===== src/rtl/lane_src_pkg.sv =====
// Shared types and helpers for the lane_src frame replayer: FSM states,
// the byte width, counter sizing and the beat record presented on the lanes.
package lane_src_pkg;

    localparam int BYTE_W = 8;

    typedef enum logic [1:0] {
        IDLE  = 2'd0,
        LOAD  = 2'd1,
        DRAIN = 2'd2
    } state_e;

    typedef struct packed {
        logic [BYTE_W-1:0] data;
        logic [3:0]        idx;
        logic              last;
    } beat_t;

    // One extra bit so a count can reach DEPTH itself without wrapping.
    function automatic int cnt_w(input int depth);
        return $clog2(depth) + 1;
    endfunction

endpackage


===== src/rtl/lane_src_buf.sv =====
// Frame byte store: DEPTH x 8 registers, one synchronous write port and one
// combinational read port. Contents are deliberately left unreset.
module lane_src_buf
    import lane_src_pkg::*;
#(
    parameter int DEPTH = 8,
    localparam int AW = $clog2(DEPTH)
) (
    input  logic              clk_i,
    input  logic              we_i,
    input  logic [AW-1:0]     waddr_i,
    input  logic [BYTE_W-1:0] wdata_i,
    input  logic [AW-1:0]     raddr_i,
    output logic [BYTE_W-1:0] rdata_o
);

    logic [BYTE_W-1:0] mem_q [DEPTH];

    always_ff @(posedge clk_i) begin
        if (we_i) begin
            mem_q[waddr_i] <= wdata_i;
        end
    end

    assign rdata_o = mem_q[raddr_i];

endmodule


===== src/rtl/lane_src.sv =====
// Loads one frame of bytes from a writer, then replays it beat-by-beat onto
// the three narrowing lanes (low bits, resized byte, beat index).
module lane_src
    import lane_src_pkg::*;
#(
    parameter int P1 = 4,
    parameter int P2 = 5
) (
    input  logic          clk,
    input  logic          rst_n,
    input  logic          wr_valid,
    output logic          wr_ready,
    input  logic [7:0]    wr_data,
    input  logic          wr_last,
    input  logic          flush,
    output logic          out_valid,
    input  logic          out_ready,
    output logic [P1-1:0] out1,
    output logic [P2-1:0] out2,
    output logic [3:0]    out3,
    output logic          out_last,
    output logic          busy
);

    localparam int DEPTH = 2 * P1;
    localparam int AW    = $clog2(DEPTH);
    localparam int CNT_W = cnt_w(DEPTH);
    localparam logic [CNT_W-1:0] CNT_ONE  = CNT_W'(1);
    localparam logic [CNT_W-1:0] LAST_IDX = CNT_W'(DEPTH - 1);

    if (P1 < 1 || P1 > BYTE_W) begin : g_p1_range
        $error("lane_src: P1 must lie in 1..8");
    end

    state_e            state_q, state_d;
    logic [CNT_W-1:0]  wr_cnt_q, wr_cnt_d;
    logic [CNT_W-1:0]  rd_cnt_q, rd_cnt_d;
    logic [CNT_W-1:0]  len_q, len_d;
    logic [BYTE_W-1:0] rd_byte;
    logic              wr_fire;
    logic              rd_fire;
    logic              close_frame;
    beat_t             beat;

    // wr_ready is gated by rst_n so it reads 0 throughout reset.
    assign wr_ready    = rst_n && (state_q == IDLE || state_q == LOAD);
    assign out_valid   = (state_q == DRAIN);
    assign busy        = (state_q != IDLE);
    assign wr_fire     = wr_valid && wr_ready && !flush;
    assign rd_fire     = out_valid && out_ready;
    assign close_frame = wr_fire && (wr_last || wr_cnt_q == LAST_IDX);

    lane_src_buf #(
        .DEPTH (DEPTH)
    ) u_buf (
        .clk_i   (clk),
        .we_i    (wr_fire),
        .waddr_i (AW'(wr_cnt_q)),
        .wdata_i (wr_data),
        .raddr_i (AW'(rd_cnt_q)),
        .rdata_o (rd_byte)
    );

    assign beat.data = rd_byte;
    assign beat.idx  = 4'(rd_cnt_q);
    assign beat.last = (rd_cnt_q == len_q - CNT_ONE);

    // Lanes read zero whenever no beat is on offer.
    assign out1     = out_valid ? P1'(beat.data) : '0;
    assign out2     = out_valid ? P2'(beat.data) : '0;
    assign out3     = out_valid ? beat.idx : '0;
    assign out_last = out_valid && beat.last;

    always_comb begin
        state_d  = state_q;
        wr_cnt_d = wr_cnt_q;
        rd_cnt_d = rd_cnt_q;
        len_d    = len_q;
        if (flush) begin
            state_d  = IDLE;
            wr_cnt_d = '0;
            rd_cnt_d = '0;
            len_d    = '0;
        end else begin
            case (state_q)
                IDLE, LOAD: begin
                    if (wr_fire) begin
                        wr_cnt_d = wr_cnt_q + CNT_ONE;
                        state_d  = LOAD;
                        if (close_frame) begin
                            state_d = DRAIN;
                            len_d   = wr_cnt_q + CNT_ONE;
                        end
                    end
                end
                DRAIN: begin
                    if (rd_fire) begin
                        if (beat.last) begin
                            state_d  = IDLE;
                            wr_cnt_d = '0;
                            rd_cnt_d = '0;
                            len_d    = '0;
                        end else begin
                            rd_cnt_d = rd_cnt_q + CNT_ONE;
                        end
                    end
                end
                default: begin
                    state_d = IDLE;
                end
            endcase
        end
    end

    always_ff @(posedge clk or negedge rst_n) begin
        if (!rst_n) begin
            state_q  <= IDLE;
            wr_cnt_q <= '0;
            rd_cnt_q <= '0;
            len_q    <= '0;
        end else begin
            state_q  <= state_d;
            wr_cnt_q <= wr_cnt_d;
            rd_cnt_q <= rd_cnt_d;
            len_q    <= len_d;
        end
    end

endmodule

===== config.mk =====
export PLATFORM = sky130hd
export DESIGN_NAME = lane_src
export DESIGN_NICKNAME = d
export VERILOG_FILES = /design/src/rtl/lane_src_pkg.sv /design/src/rtl/lane_src_buf.sv /design/src/rtl/lane_src.sv
export SDC_FILE = /design/constraint.sdc
export NUM_CORES = 1
export LEC_CHECK = 0
export ABC_AREA = 1
export BUFFER_PORTS_ARGS = -buffer_cell sky130_fd_sc_hd__buf_4
export CORE_UTILIZATION = 35
export DETAILED_ROUTE_END_ITERATION = 6
export MAX_ROUTING_LAYER = met4
export PLACE_DENSITY_LB_ADDON = 0.25
export SLEW_MARGIN = 5
export SYNTH_ARGS = -nofsm -noshare
export SYNTH_HDL_FRONTEND = slang
export SYNTH_SLANG_ARGS = --single-unit

===== constraint.sdc =====
create_clock -name clk -period 1.9 [get_ports clk]
set_input_delay 0.095 -clock clk [delete_from_list [all_inputs] [get_ports clk]]
set_output_delay 0.095 -clock clk [all_outputs]
set_load 0.01 [all_outputs]

==> reports/metrics.yaml <==
timing:
  period_needed_ps: 1870
  slew_violations: 0
  skew_ps: 8.65
  relSlewSlack_pct: 81.8
  worst_slew_pin_slew_ps: 273
  setup_slack_ps: 34.5
  finalCritPeriodShare_pct: 98.2
  rsz0062_at_grt: "true"
  finalSetupViolCount: 0
  max_freq_mhz: 536
  hold_viol: 0
layout:
  syn_to_final_growth_pct: 20.6
  drive_gt1_share_pct: 24.5
  antenna_cells: 0
  fin_nets: 326
  final_core_util_pct: 43.5
critical_path:
  reg2reg_from: "len_q[1]$_DFFE_PN0P_"
  worstPathCellList: "inv_1 -> ha_1 -> nand2_1 -> inv_1 -> nor2_1 -> nand2_1 -> nor2_2 -> nand2_2 -> nor2_1 -> buf_4"
  worstSetupPathType: "flip-flop to output port"
  crit_slowest_cell: "dfrtp_1"
  cpPeakStageDelay_ps: 400
  critPathCaptureType: "output port"
  start_kind: "flip-flop"
  worstPathRequired_ps: 1800
  crit_path_max_fanout: 4
  critPathLaunch: "len_q[1]$_DFFE_PN0P_"
  arrival_ps: 1770
floorplanning:
  boundaryPins: 31
  start_util_pct: 36.1
  dieHeight_um: 88.3
  row_count: 31
  die_x_um: 88.3
  dieArea_um2: 7790
  core_area_um2: 7210
synthesis:
  async_flop_share_pct: 25.9
  synth_xor_area_share_pct: 0.673
  synth_edf_count: 40
  synth_cells: 268
  synth-compound-area-share_pct: 8.79
  synth_most_common_cell: "nand2_1"
  yosysUniqueCellTypes: 27
  synth_adder_area_share_pct: 1.44
  syn_nets: 285
  muxShareOfSynthArea_pct: 0
  ys.flop_type: "edfxtp_1"
  synth-seq-area-share_pct: 59.6
  syn_avg_cell_area_um2: 9.72
  synth_area_leaders: "edfxtp_1 (46%), dfrtp_1 (13%), nand2_1 (7.9%)"
  yosysTopAreaCellShare_pct: 46.1
  ys_ff_latch: 54
  synth_top_family_by_area: "simple AND/OR/NAND/NOR gates"
  yosys.area.top_type: "edfxtp_1"
  synth_area_um2: 2600
  synthTopCellsByCount: "nand2_1 (55), edfxtp_1 (40), nor2_1 (37)"
  synthSimpleGateAreaFrac_pct: 23.5
  yosysWarnings: 0
route:
  drt_wl_total_um: 5400
  firstDrtPassIters: 6
  viasPerCell: 4.58
  dr_total_vias: 1874
  ant_nets: 0
  drtIter0Drc: 73
  drt-wirelength-per-cell_um: 13.2
  post-route-drc-count: 2
worst_hold_path:
  hp-class: "input port to flip-flop"
  worstHoldStart: "wr_data[0]"
clock_tree:
  clkLatencyLatePin_ps: 310
  clock-sinks: 54
  cts_tree: "built"
  cts_root_buf: "clkbuf_8"
  clkTransAtPathRegs_ps: 100
  cts_buffers: 5
  cts_buffer_depth: 2
  htreeDepth: 2
placement:
  port_buffers: 27
  place_ws_ps: 135
  dp_hpwl_um: 3820
  gp_congestion: 0.876
power_and_ir_drop:
  p_leak_nw: 1.32
  seqPwrFrac_pct: 50.8
  p_clk_share_pct: 28.9
  p_per_area_nw_per_um2: 840
  combinationalPowerShare_pct: 20.3
  ir_drop_uv: 468
  internal_power_mw: 1.90
  swShare_pct: 28.1
  switchingPower_uw: 741
global_route:
  grt_remaining_overflow: 0
  antenna_found_initial: 0
  grt_pass1_wl_um: 8370
  grt_max_degree: 24
  grt_pass1_vias: 1725
  grt_usage_pct: 15.2
run_status:
  failed_checks: "design-rule violations"
  run_status: "finished with violations"
run:
  drv_cap: 0
## worst paths after layout
kind	to	slack (ps)	cells past startpoint
worst max-delay path	out_last	30	10
worst min-delay path	u_buf.mem_q[6][0]$_DFFE_PP_	20	1
worst max register to register	wr_cnt_q[3]$_DFFE_PN0P_	90	12
worst min register to register	len_q[3]$_DFFE_PN0P_	510	2
max in group asynchronous	rd_cnt_q[1]$_DFFE_PN0P_	1490	2
min in group asynchronous	len_q[3]$_DFFE_PN0P_	190	2
## cells by family (layout without fill, tap and decap cells)
family,after synthesis,after routing
DFF,54,54
and+or+nand+nor,131,131
xor gates and xnor gates,2,2
buffers and inverters,38,80
adders and majority gates,3,3
AOI/OAI and AO/OA,40,40
## layout by cell type, fill, tap and decap left out, types with 3 or more instances in the layout
cell and instances:
nand2_1 54, nor2_1 36, nor2_2 5, buf_4 42, nor3_1 6, dfrtp_1 12, o22ai_1 11, inv_2 5
inv_1 20, nand3_1 12, nand2_2 4, ha_1 3, a21oi_1 3, o21ai_0 21, clkbuf_8 5, nand4_1 6
edfxtp_1 40, o21ai_1 3
## flip-flops by register name, indices dropped and copies added, names as in the netlist
| register | flops |
|---|---|
| u_buf.mem_q | 40 |
| len_q | 4 |
| rd_cnt_q | 4 |
| wr_cnt_q | 4 |
| state_q | 2 |
## power by group through the flow
stage	logic, mW	registers [mW]	clock network (mW)
3_5_place_dp	0.517	1.37	0
4_1_cts	0.523	1.34	0.775
5_1_grt	0.609	1.35	0.817
2_1_floorplan	0.353	1.36	0
6_report	0.536	1.34	0.763
3_3_place_gp	0.508	1.37	0
## through the flow
stage               instances  hold slack, ps  TNS [ps]  area [µm²]  power (mW)
finish                    409            19.4         0        3140        2.64
global route              409            14.4      -428        3140        2.77
CTS                       405            14.0         0        3100        2.64
detailed placement        396           -17.8         0        2970        1.88
global placement          396           -21.0         0        2970        1.87
floorplan                 268            -201         0        2600        1.72
## layout make-up
type,count,area [µm²]
fillers,731,4070
flip-flops and latches,54,1550
multi-input cells,176,910
repair buffers,43,325
well taps,99,124
inverters,28,109
clock buffers,6,72.6
clock inverters,2,38.8
repair inverters,1,7.51
## worst max-delay path, delay by kind of cell (launching register included)
family	cells	cell delay, ps
flip-flops	1	400
adder cells (fa/ha/maj)	1	300
buffers and inverters	3	220
AND/OR/NAND/NOR	6	550
## routing by layer
layer | part of all wire (%) | track usage [%]
met2 | 48 | 24.5
met5 | 0 | -
met3 | 2.0 | 2.15
met1 | 48 | 19.2
met4 | 2.1 | 6.60
## what timing repair did
action | in CTS | in global routing
hold buffers | 1 | 0
gates cloned | 0 | 1
buffers inserted | 0 | 3
resized for setup | 2 | 6
setup endpoints to repair | 4 | 13
pin swaps | 0 | 3
endpoints found under the hold margin | 14 | 0
(Power assumes the default switching activity.)
